### src/rtl/regfile_access_ctrl.sv
// regfile_access_ctrl: command-driven initiator owning the register file ports.
// Optional read-back verify of writes: define WRITE_VERIFY_EN.
module regfile_access_ctrl #(
  parameter int DATA_WIDTH  = 32,
  parameter int ADDR_WIDTH  = 5,
  parameter int ACK_TIMEOUT = 4
) (
  input  logic                  clk,
  input  logic                  rst_n,
  input  logic                  cmd_valid,
  output logic                  cmd_ready,
  input  logic                  cmd_write,
  input  logic [ADDR_WIDTH-1:0] cmd_addr_a,
  input  logic [ADDR_WIDTH-1:0] cmd_addr_b,
  input  logic [DATA_WIDTH-1:0] cmd_wdata,
  output logic                  rsp_valid,
  input  logic                  rsp_ready,
  output logic [DATA_WIDTH-1:0] rsp_data_a,
  output logic [DATA_WIDTH-1:0] rsp_data_b,
  output logic                  rsp_err,
  output logic                  rf_wr_en,
  output logic [ADDR_WIDTH-1:0] rf_wr_addr,
  output logic [DATA_WIDTH-1:0] rf_wr_data,
  output logic [ADDR_WIDTH-1:0] rf_rd_addr1,
  output logic [ADDR_WIDTH-1:0] rf_rd_addr2,
  input  logic [DATA_WIDTH-1:0] rf_rd_data1,
  input  logic [DATA_WIDTH-1:0] rf_rd_data2,
  input  logic                  rf_wr_ack,
  output logic                  busy
);

  typedef enum logic [2:0] {
    S_IDLE,
    S_WR,
    S_WAIT_ACK,
    S_RD,
    S_RD_CAP,
    S_RESP
  } state_e;

  localparam int CW = $clog2(ACK_TIMEOUT + 1);
  localparam logic [CW-1:0] CNT_LAST = CW'(ACK_TIMEOUT - 1);

  state_e                state_q, state_d;
  logic [CW-1:0]         cnt_q, cnt_d;
  logic                  wr_en_q, wr_en_d;
  logic [ADDR_WIDTH-1:0] wr_addr_q, wr_addr_d;
  logic [DATA_WIDTH-1:0] wr_data_q, wr_data_d;
  logic [ADDR_WIDTH-1:0] rd_addr1_q, rd_addr1_d;
  logic [ADDR_WIDTH-1:0] rd_addr2_q, rd_addr2_d;
  logic                  rsp_valid_q, rsp_valid_d;
  logic [DATA_WIDTH-1:0] rsp_a_q, rsp_a_d;
  logic [DATA_WIDTH-1:0] rsp_b_q, rsp_b_d;
  logic                  rsp_err_q, rsp_err_d;
`ifdef WRITE_VERIFY_EN
  logic                  vfy_q, vfy_d;
`endif

  // Next-state and registered-output decode
  always_comb begin
    state_d     = state_q;
    cnt_d       = cnt_q;
    wr_en_d     = wr_en_q;
    wr_addr_d   = wr_addr_q;
    wr_data_d   = wr_data_q;
    rd_addr1_d  = rd_addr1_q;
    rd_addr2_d  = rd_addr2_q;
    rsp_valid_d = rsp_valid_q;
    rsp_a_d     = rsp_a_q;
    rsp_b_d     = rsp_b_q;
    rsp_err_d   = rsp_err_q;
`ifdef WRITE_VERIFY_EN
    vfy_d       = vfy_q;
`endif
    unique case (state_q)
      S_IDLE: begin
        if (cmd_valid) begin
          if (cmd_write) begin
            state_d   = S_WR;
            wr_en_d   = 1'b1;
            wr_addr_d = cmd_addr_a;
            wr_data_d = cmd_wdata;
          end else begin
            state_d    = S_RD;
            rd_addr1_d = cmd_addr_a;
            rd_addr2_d = cmd_addr_b;
`ifdef WRITE_VERIFY_EN
            vfy_d      = 1'b0;
`endif
          end
        end
      end
      S_WR: begin
        wr_en_d = 1'b0;
        cnt_d   = '0;
        state_d = S_WAIT_ACK;
      end
      S_WAIT_ACK: begin
        if (rf_wr_ack) begin
`ifdef WRITE_VERIFY_EN
          state_d    = S_RD;
          rd_addr1_d = wr_addr_q;
          vfy_d      = 1'b1;
`else
          state_d     = S_RESP;
          rsp_valid_d = 1'b1;
          rsp_a_d     = '0;
          rsp_b_d     = '0;
          rsp_err_d   = 1'b0;
`endif
        end else if (cnt_q == CNT_LAST) begin
          state_d     = S_RESP;
          rsp_valid_d = 1'b1;
          rsp_a_d     = '0;
          rsp_b_d     = '0;
          rsp_err_d   = 1'b1;
        end else begin
          cnt_d = cnt_q + CW'(1);
        end
      end
      S_RD: begin
        state_d = S_RD_CAP;
      end
      S_RD_CAP: begin
        state_d     = S_RESP;
        rsp_valid_d = 1'b1;
        rsp_a_d     = rf_rd_data1;
        rsp_b_d     = rf_rd_data2;
        rsp_err_d   = 1'b0;
`ifdef WRITE_VERIFY_EN
        if (vfy_q) begin
          rsp_b_d   = '0;
          rsp_err_d = (rf_rd_data1 != wr_data_q);
        end
`endif
      end
      S_RESP: begin
        if (rsp_ready) begin
          rsp_valid_d = 1'b0;
          state_d     = S_IDLE;
        end
      end
      default: state_d = S_IDLE;
    endcase
  end

  // State and output registers; reset drops any in-flight command
  always_ff @(posedge clk or negedge rst_n) begin
    if (!rst_n) begin
      state_q     <= S_IDLE;
      cnt_q       <= '0;
      wr_en_q     <= 1'b0;
      wr_addr_q   <= '0;
      wr_data_q   <= '0;
      rd_addr1_q  <= '0;
      rd_addr2_q  <= '0;
      rsp_valid_q <= 1'b0;
      rsp_a_q     <= '0;
      rsp_b_q     <= '0;
      rsp_err_q   <= 1'b0;
`ifdef WRITE_VERIFY_EN
      vfy_q       <= 1'b0;
`endif
    end else begin
      state_q     <= state_d;
      cnt_q       <= cnt_d;
      wr_en_q     <= wr_en_d;
      wr_addr_q   <= wr_addr_d;
      wr_data_q   <= wr_data_d;
      rd_addr1_q  <= rd_addr1_d;
      rd_addr2_q  <= rd_addr2_d;
      rsp_valid_q <= rsp_valid_d;
      rsp_a_q     <= rsp_a_d;
      rsp_b_q     <= rsp_b_d;
      rsp_err_q   <= rsp_err_d;
`ifdef WRITE_VERIFY_EN
      vfy_q       <= vfy_d;
`endif
    end
  end

  assign cmd_ready   = (state_q == S_IDLE);
  assign busy        = !cmd_ready;
  assign rf_wr_en    = wr_en_q;
  assign rf_wr_addr  = wr_addr_q;
  assign rf_wr_data  = wr_data_q;
  assign rf_rd_addr1 = rd_addr1_q;
  assign rf_rd_addr2 = rd_addr2_q;
  assign rsp_valid   = rsp_valid_q;
  assign rsp_data_a  = rsp_a_q;
  assign rsp_data_b  = rsp_b_q;
  assign rsp_err     = rsp_err_q;

endmodule

### config.mk
export PLATFORM = sky130hd
export DESIGN_NAME = regfile_access_ctrl
export DESIGN_NICKNAME = d
export VERILOG_FILES = /design/src/rtl/regfile_access_ctrl.sv
export SDC_FILE = /design/constraint.sdc
export NUM_CORES = 1
export LEC_CHECK = 0
export CORE_MARGIN = 2
export CORE_UTILIZATION = 45
export CTS_CLUSTER_SIZE = 40
export DETAILED_ROUTE_END_ITERATION = 6
export PLACE_DENSITY = 0.86
export RECOVER_POWER = 25
export SLEW_MARGIN = 20
export SYNTH_ARGS = -nofsm -noshare
export SYNTH_HDL_FRONTEND = slang
export SYNTH_SLANG_ARGS = --single-unit
### constraint.sdc
create_clock -name clk -period 4.9 [get_ports clk]
set_clock_uncertainty 0.2 [all_clocks]
set_input_delay 1.225 -clock clk [delete_from_list [all_inputs] [get_ports clk]]
set_output_delay 1.225 -clock clk [all_outputs]
set_load 0.03 [all_outputs]
=== Word level (Yosys, flattened, before mapping) ===
Cells that the tools add are included.

* Reduce and logical (&&, ||, !) cells: 13
* Eq/ne operators: 12
* Bitwise gates (word level): 1
* Add/sub/neg operators: 1
* Muxes and demuxes: 22

{| class="wikitable"
|+ Operator list
! operator !! number
|-
| $pmux 32 s2 || 2
|-
| $mux 32 || 2
|-
| $mux 3 || 6
|-
| $pmux 3 s6 || 1
|-
| $reduce_and 3->1 || 6
|-
| $eq 3x2->1 const B || 3
|-
| $ne 2x2->1 const B || 4
|-
| $eq 3x3->1 const B || 2
|-
| $mux 1 || 6
|-
| $pmux 3 s2 || 1
|-
| $reduce_bool 2->1 || 3
|-
| $pmux 1 s2 || 2
|-
| $add 3x1->3 const B || 1
|-
| $eq 3x1->1 const B || 1
|-
| $logic_not 3->1 || 1
|-
| $ne 3x3->1 const B || 1
|-
| $pmux 1 s3 || 1
|-
| $reduce_bool 3->1 || 1
|-
| $mux 2 || 1
|-
| $ne 2x1->1 const B || 1
|-
| $reduce_and 2->1 || 1
|-
| $logic_not 1->1 || 1
|-
| $not 1->1 || 1
|}

* Input bits: 112
* Word-level logic and storage cells: 60
* Flip-flop bits (word level): 120
* Output and inout port bits: 116

=== Longest topological paths before layout ===
* Depth in word-level cells: 4
* Mapped depth: 7

=== Worst setup path before layout ===
No wires, ideal clock.

* Path type: register to output
* Start: register state_q[0]
* End: output port busy
* Setup slack: 2443 ps
* Stages on the path, launching flop included: 3
* Arrival: 1032 ps
* Path buffers: 0
* Data required time: 3475 ps
* Cells stage by stage: dfrtp_1 -> nor3_4 -> inv_1

* Cells in the longest elaborated chain, start to end: 2

{| class="wikitable"
|+ Ends and longest elaborated chain
! item !! RTL line !! source
|-
| start, declared || 44 || <nowiki>state_e state_q, state_d;</nowiki>
|-
| start signal, assigned || 165 || <nowiki>state_q <= state_d;</nowiki>
|-
| $logic_not 3->1 || 182 || <nowiki>assign cmd_ready = (state_q == S_IDLE);</nowiki>
|-
| via cmd_ready || 11 || <nowiki>output logic cmd_ready,</nowiki>
|-
| $logic_not 1->1 || 183 || <nowiki>assign busy = !cmd_ready;</nowiki>
|-
| end, declared || 29 || <nowiki>output logic busy</nowiki>
|}

The timed path passes the listed nets, and every way through them passes these cells.

==> flow_summary.json <==
{
  "r2r_path_start": "state_q[0]$_DFFE_PN0P_",
  "cts.root.buffer_cell": "sky130_fd_sc_hd__clkbuf_16",
  "cts-root-to-sink-buffers": 2,
  "min-delay-path-class": "flop to flop",
  "global_route_track_usage_on_met2_pct": 39.26,
  "post_synthesis_instance_total": 441,
  "post_route_setup_tns_ns": 0,
  "yosysSeqAreaShare_pct": 59.16,
  "netlist_area_um2": 5076,
  "hold_path.startpoint": "rf_wr_data[23]$_DFFE_PN0P_",
  "timing.final.hold_violations": 0,
  "clock_tree.htree_level_count": 4,
  "violations": "max-capacitance violations, max-slew violations",
  "syn-mean-instance-area_um2": 11.51,
  "worst-r2r-cell-count": 6,
  "synth_enable_flop_cells": 0,
  "grt_use_total_pct": 22.91,
  "postCtsResizedCells": 0,
  "synth.area.top_cells": "sky130_fd_sc_hd__dfrtp_1 59%, sky130_fd_sc_hd__a22oi_1 9.5%, sky130_fd_sc_hd__o21ai_0 6.9%, sky130_fd_sc_hd__mux2_2 6.2%, sky130_fd_sc_hd__nand2_1 5.0%",
  "timing.fmax_ghz": 0.2815,
  "yosysUniqueCellTypes": 31,
  "synthArstFlopShare_pct": 100.0,
  "drt_iter0_drc": 315,
  "synth.ff_latch_count": 120,
  "maxCapViolations": 1,
  "synth_warnings": 0,
  "max_slew_margin_pct": -40.81,
  "fp-row-count": 38,
  "routed_via_density": 5.331,
  "critPathCaptureType": "asynchronous set/reset pin",
  "placeableCoreArea_um2": 10940,
  "floorplan.initialDensity_pct": 46.42,
  "postCtsHoldBufs": 0,
  "numCtsBuffers": 17,
  "drv_slew": 42,
  "timing.critical_path.fanout_max": 41,
  "detailedPlacementHpwl_um": 9687,
  "regToRegSetupSlack_ns": 2.35,
  "use_met3_pct": 6.584,
  "critical-path-top-delay-family": "buffers and inverters",
  "path_class": "primary input to asynchronous set/reset pin",
  "status": "complete, but fails checks",
  "critical-path-slowest-cell": "sky130_fd_sc_hd__clkbuf_1",
  "sum_of_routed_wire_length_over_all_layers_um": 14070,
  "routed_wire_length_per_instance_um": 17.33,
  "tightestPinTransition_ns": 2.112,
  "timing.final.setup_violations": 0,
  "min_path_cells": 1,
  "die_w_um": 110.2,
  "cts.clk_slew.worst_paths_ns": 0.05,
  "critPathLaunchType": "primary input",
  "number_of_optimization_iterations_in_the_first_detailed_route_pass": 5,
  "grt_start_max_net_pins": 75,
  "crit-reg2reg-capture": "rsp_data_b[6]$_DFFE_PN0P_",
  "path_cells": "clkbuf_1 > clkbuf_2",
  "floorplan.die_area_um2": 12150,
  "min_to": "rf_wr_data[23]$_DFFE_PN0P_",
  "global_route_wire_length_before_repair_um": 21330,
  "final.period_utilization_pct": 72.50,
  "ant_nets": 0,
  "cts_num_sinks": 120,
  "place_congestion": 0.7583,
  "critical_path_at_ns": 3.72,
  "grt_util_met1_pct": 28.02,
  "yosys_most_used_dff": "sky130_fd_sc_hd__dfrtp_1",
  "number_of_antenna_violations_at_the_first_check_in_global_routing": 0,
  "layer_with_the_highest_usage_after_global_routing": "met2",
  "fin_util_pct": 74.03,
  "num_io_pins": 228,
  "synthDominantAreaCellType": "sky130_fd_sc_hd__dfrtp_1",
  "rsz0062_at_grt": "no",
  "gr-total-overflow": 0,
  "post_cts.repair.setup_buffers": 0,
  "first_global_vias": 4194,
  "clkLatencyLatePin_ns": 0.39,
  "synthToLayoutAreaGrowth_pct": 59.48,
  "timing.critical_path.buf_inv": 2,
  "clock_tree_from_tritoncts": "done",
  "number_of_nets_produced_by_synthesis": 555,
  "slowest_delay_ns": 1.48,
  "drc": 0,
  "count_of_port_buffers_added_during_placement": 227,
  "final_period_minus_worst_setup_slack_ns": 3.552,
  "num_antenna_cells": 0,
  "leakagePower_nw": 3.402,
  "route.vias.total": 4329,
  "place_ws_ns": 1.363,
  "setup_slack_ns": 1.348,
  "stdcell_area_um2": 8095,
  "post_route_cells_drive_above_1_share_pct": 10.86,
  "post-layout-total-power_mw": 6.599,
  "synth_top_area_share_pct": 59.16,
  "placed_cell_area_um2": 7386,
  "dieHeight_um": 110.2,
  "powerDensity_nw_per_um2": 815.1,
  "irDropWorstVdd_mv": 0.4672,
  "required_ns": 5.07,
  "final_nets": 773
}
-- how the worst max path moves through the flow --
stage | cells after the start | endpoint | slack, ns | start
finish | 2 | rsp_data_b[2]$_DFFE_PN0P_ | 1.35 | rst_n
global route | 2 | rsp_data_b[10]$_DFFE_PN0P_ | 0.74 | rst_n
global placement | 4 | rsp_data_a[3]$_DFFE_PN0P_ | 1.51 | rf_wr_ack
CTS | 2 | cmd_ready | 1.48 | state_q[1]$_DFFE_PN0P_
detailed placement | 4 | rsp_data_b[23]$_DFFE_PN0P_ | 1.36 | rf_wr_ack
floorplan | 2 | busy | 2.44 | state_q[0]$_DFFE_PN0P_
-- synth_stat cells (2+ instances only) --
cell type,count
sky130_fd_sc_hd__nor2_1,3
sky130_fd_sc_hd__a22oi_1,64
sky130_fd_sc_hd__dfrtp_1,120
sky130_fd_sc_hd__mux2_1,19
sky130_fd_sc_hd__a21o_1,2
sky130_fd_sc_hd__nand2_1,68
sky130_fd_sc_hd__buf_6,3
sky130_fd_sc_hd__clkbuf_1,15
sky130_fd_sc_hd__ha_1,2
sky130_fd_sc_hd__inv_1,6
sky130_fd_sc_hd__mux2_2,28
sky130_fd_sc_hd__nor2b_1,3
sky130_fd_sc_hd__o21ai_0,70
sky130_fd_sc_hd__a21oi_1,3
sky130_fd_sc_hd__a22o_1,2
sky130_fd_sc_hd__o2bb2ai_1,2
sky130_fd_sc_hd__buf_4,8
sky130_fd_sc_hd__buf_2,9
sky130_fd_sc_hd__o21bai_1,2
-- power by group --
part	leakage (nW)	internal, mW	switching, mW	total [mW]
registers	1.41	1.51	0.379	1.89
logic	1.66	1.41	1.88	3.29
clock network	0.331	0.973	0.447	1.42
-- metrics by stage --
stage / std cells / hold slack, ns
after floorplan: 441 / 0.2658
after CTS: 810 / 0.2919
after global routing: 812 / 0.2991
after global placement: 778 / 0.2661
final: 812 / 0.2862
after detailed placement: 778 / 0.2784
-- routing by layer --
metal  vias to the layer above  share of wire, %
li1                       2029                 -
met1                      2110                40
met2                       180                52
met3                        10               7.6
met4                         0              0.84
met5                         -                 0
-- flip-flops by register name (all words and copies together) (netlist names), 3 cells and up --
signal	flops
rf_wr_data	32
rsp_data_a	32
rsp_data_b	32
rf_rd_addr1	5
rf_rd_addr2	5
rf_wr_addr	5
cnt_q	3
state_q	3
-- layout make-up --
type | count | area, um2
fill | 729 | 2840
tap | 140 | 175.2
inverter | 6 | 22.52
clock inverter | 14 | 245.2
sequential | 120 | 3004
multi-input combinational | 280 | 1877
timing repair buffer | 234 | 2332
clock buffer | 18 | 439.2
-- cells in the final DEF (no fill, tap or decap), drive strengths merged, types with 2 or more instances in the layout --
| master | n |
|---|---|
| o21ai | 70 |
| mux2 | 47 |
| a22o | 2 |
| nand2 | 68 |
| clkdlybuf4s50 | 225 |
| inv | 8 |
| clkbuf | 20 |
| dfrtp | 120 |
| buf | 6 |
| clkinv | 5 |
| a22oi | 64 |
| ha | 2 |
| o21bai | 2 |
| nor2b | 3 |
| o2bb2ai | 2 |
| a21oi | 3 |
| nor3b | 2 |
| a21o | 2 |
| bufinv | 6 |
| nor2 | 3 |
-- logic make-up after synthesis --
| family | count (synthesis) | share of synthesized area, % |
|---|---|---|
| simple gates | 81 | 6.828 |
| compound gates | 150 | 18.81 |
| mux | 47 | 10.43 |
| flops | 120 | 59.16 |
| fa+ha+maj | 2 | 0.4929 |
| buf+inv | 41 | 4.289 |
No activity file was read; power rests on OpenSTA's default activity.
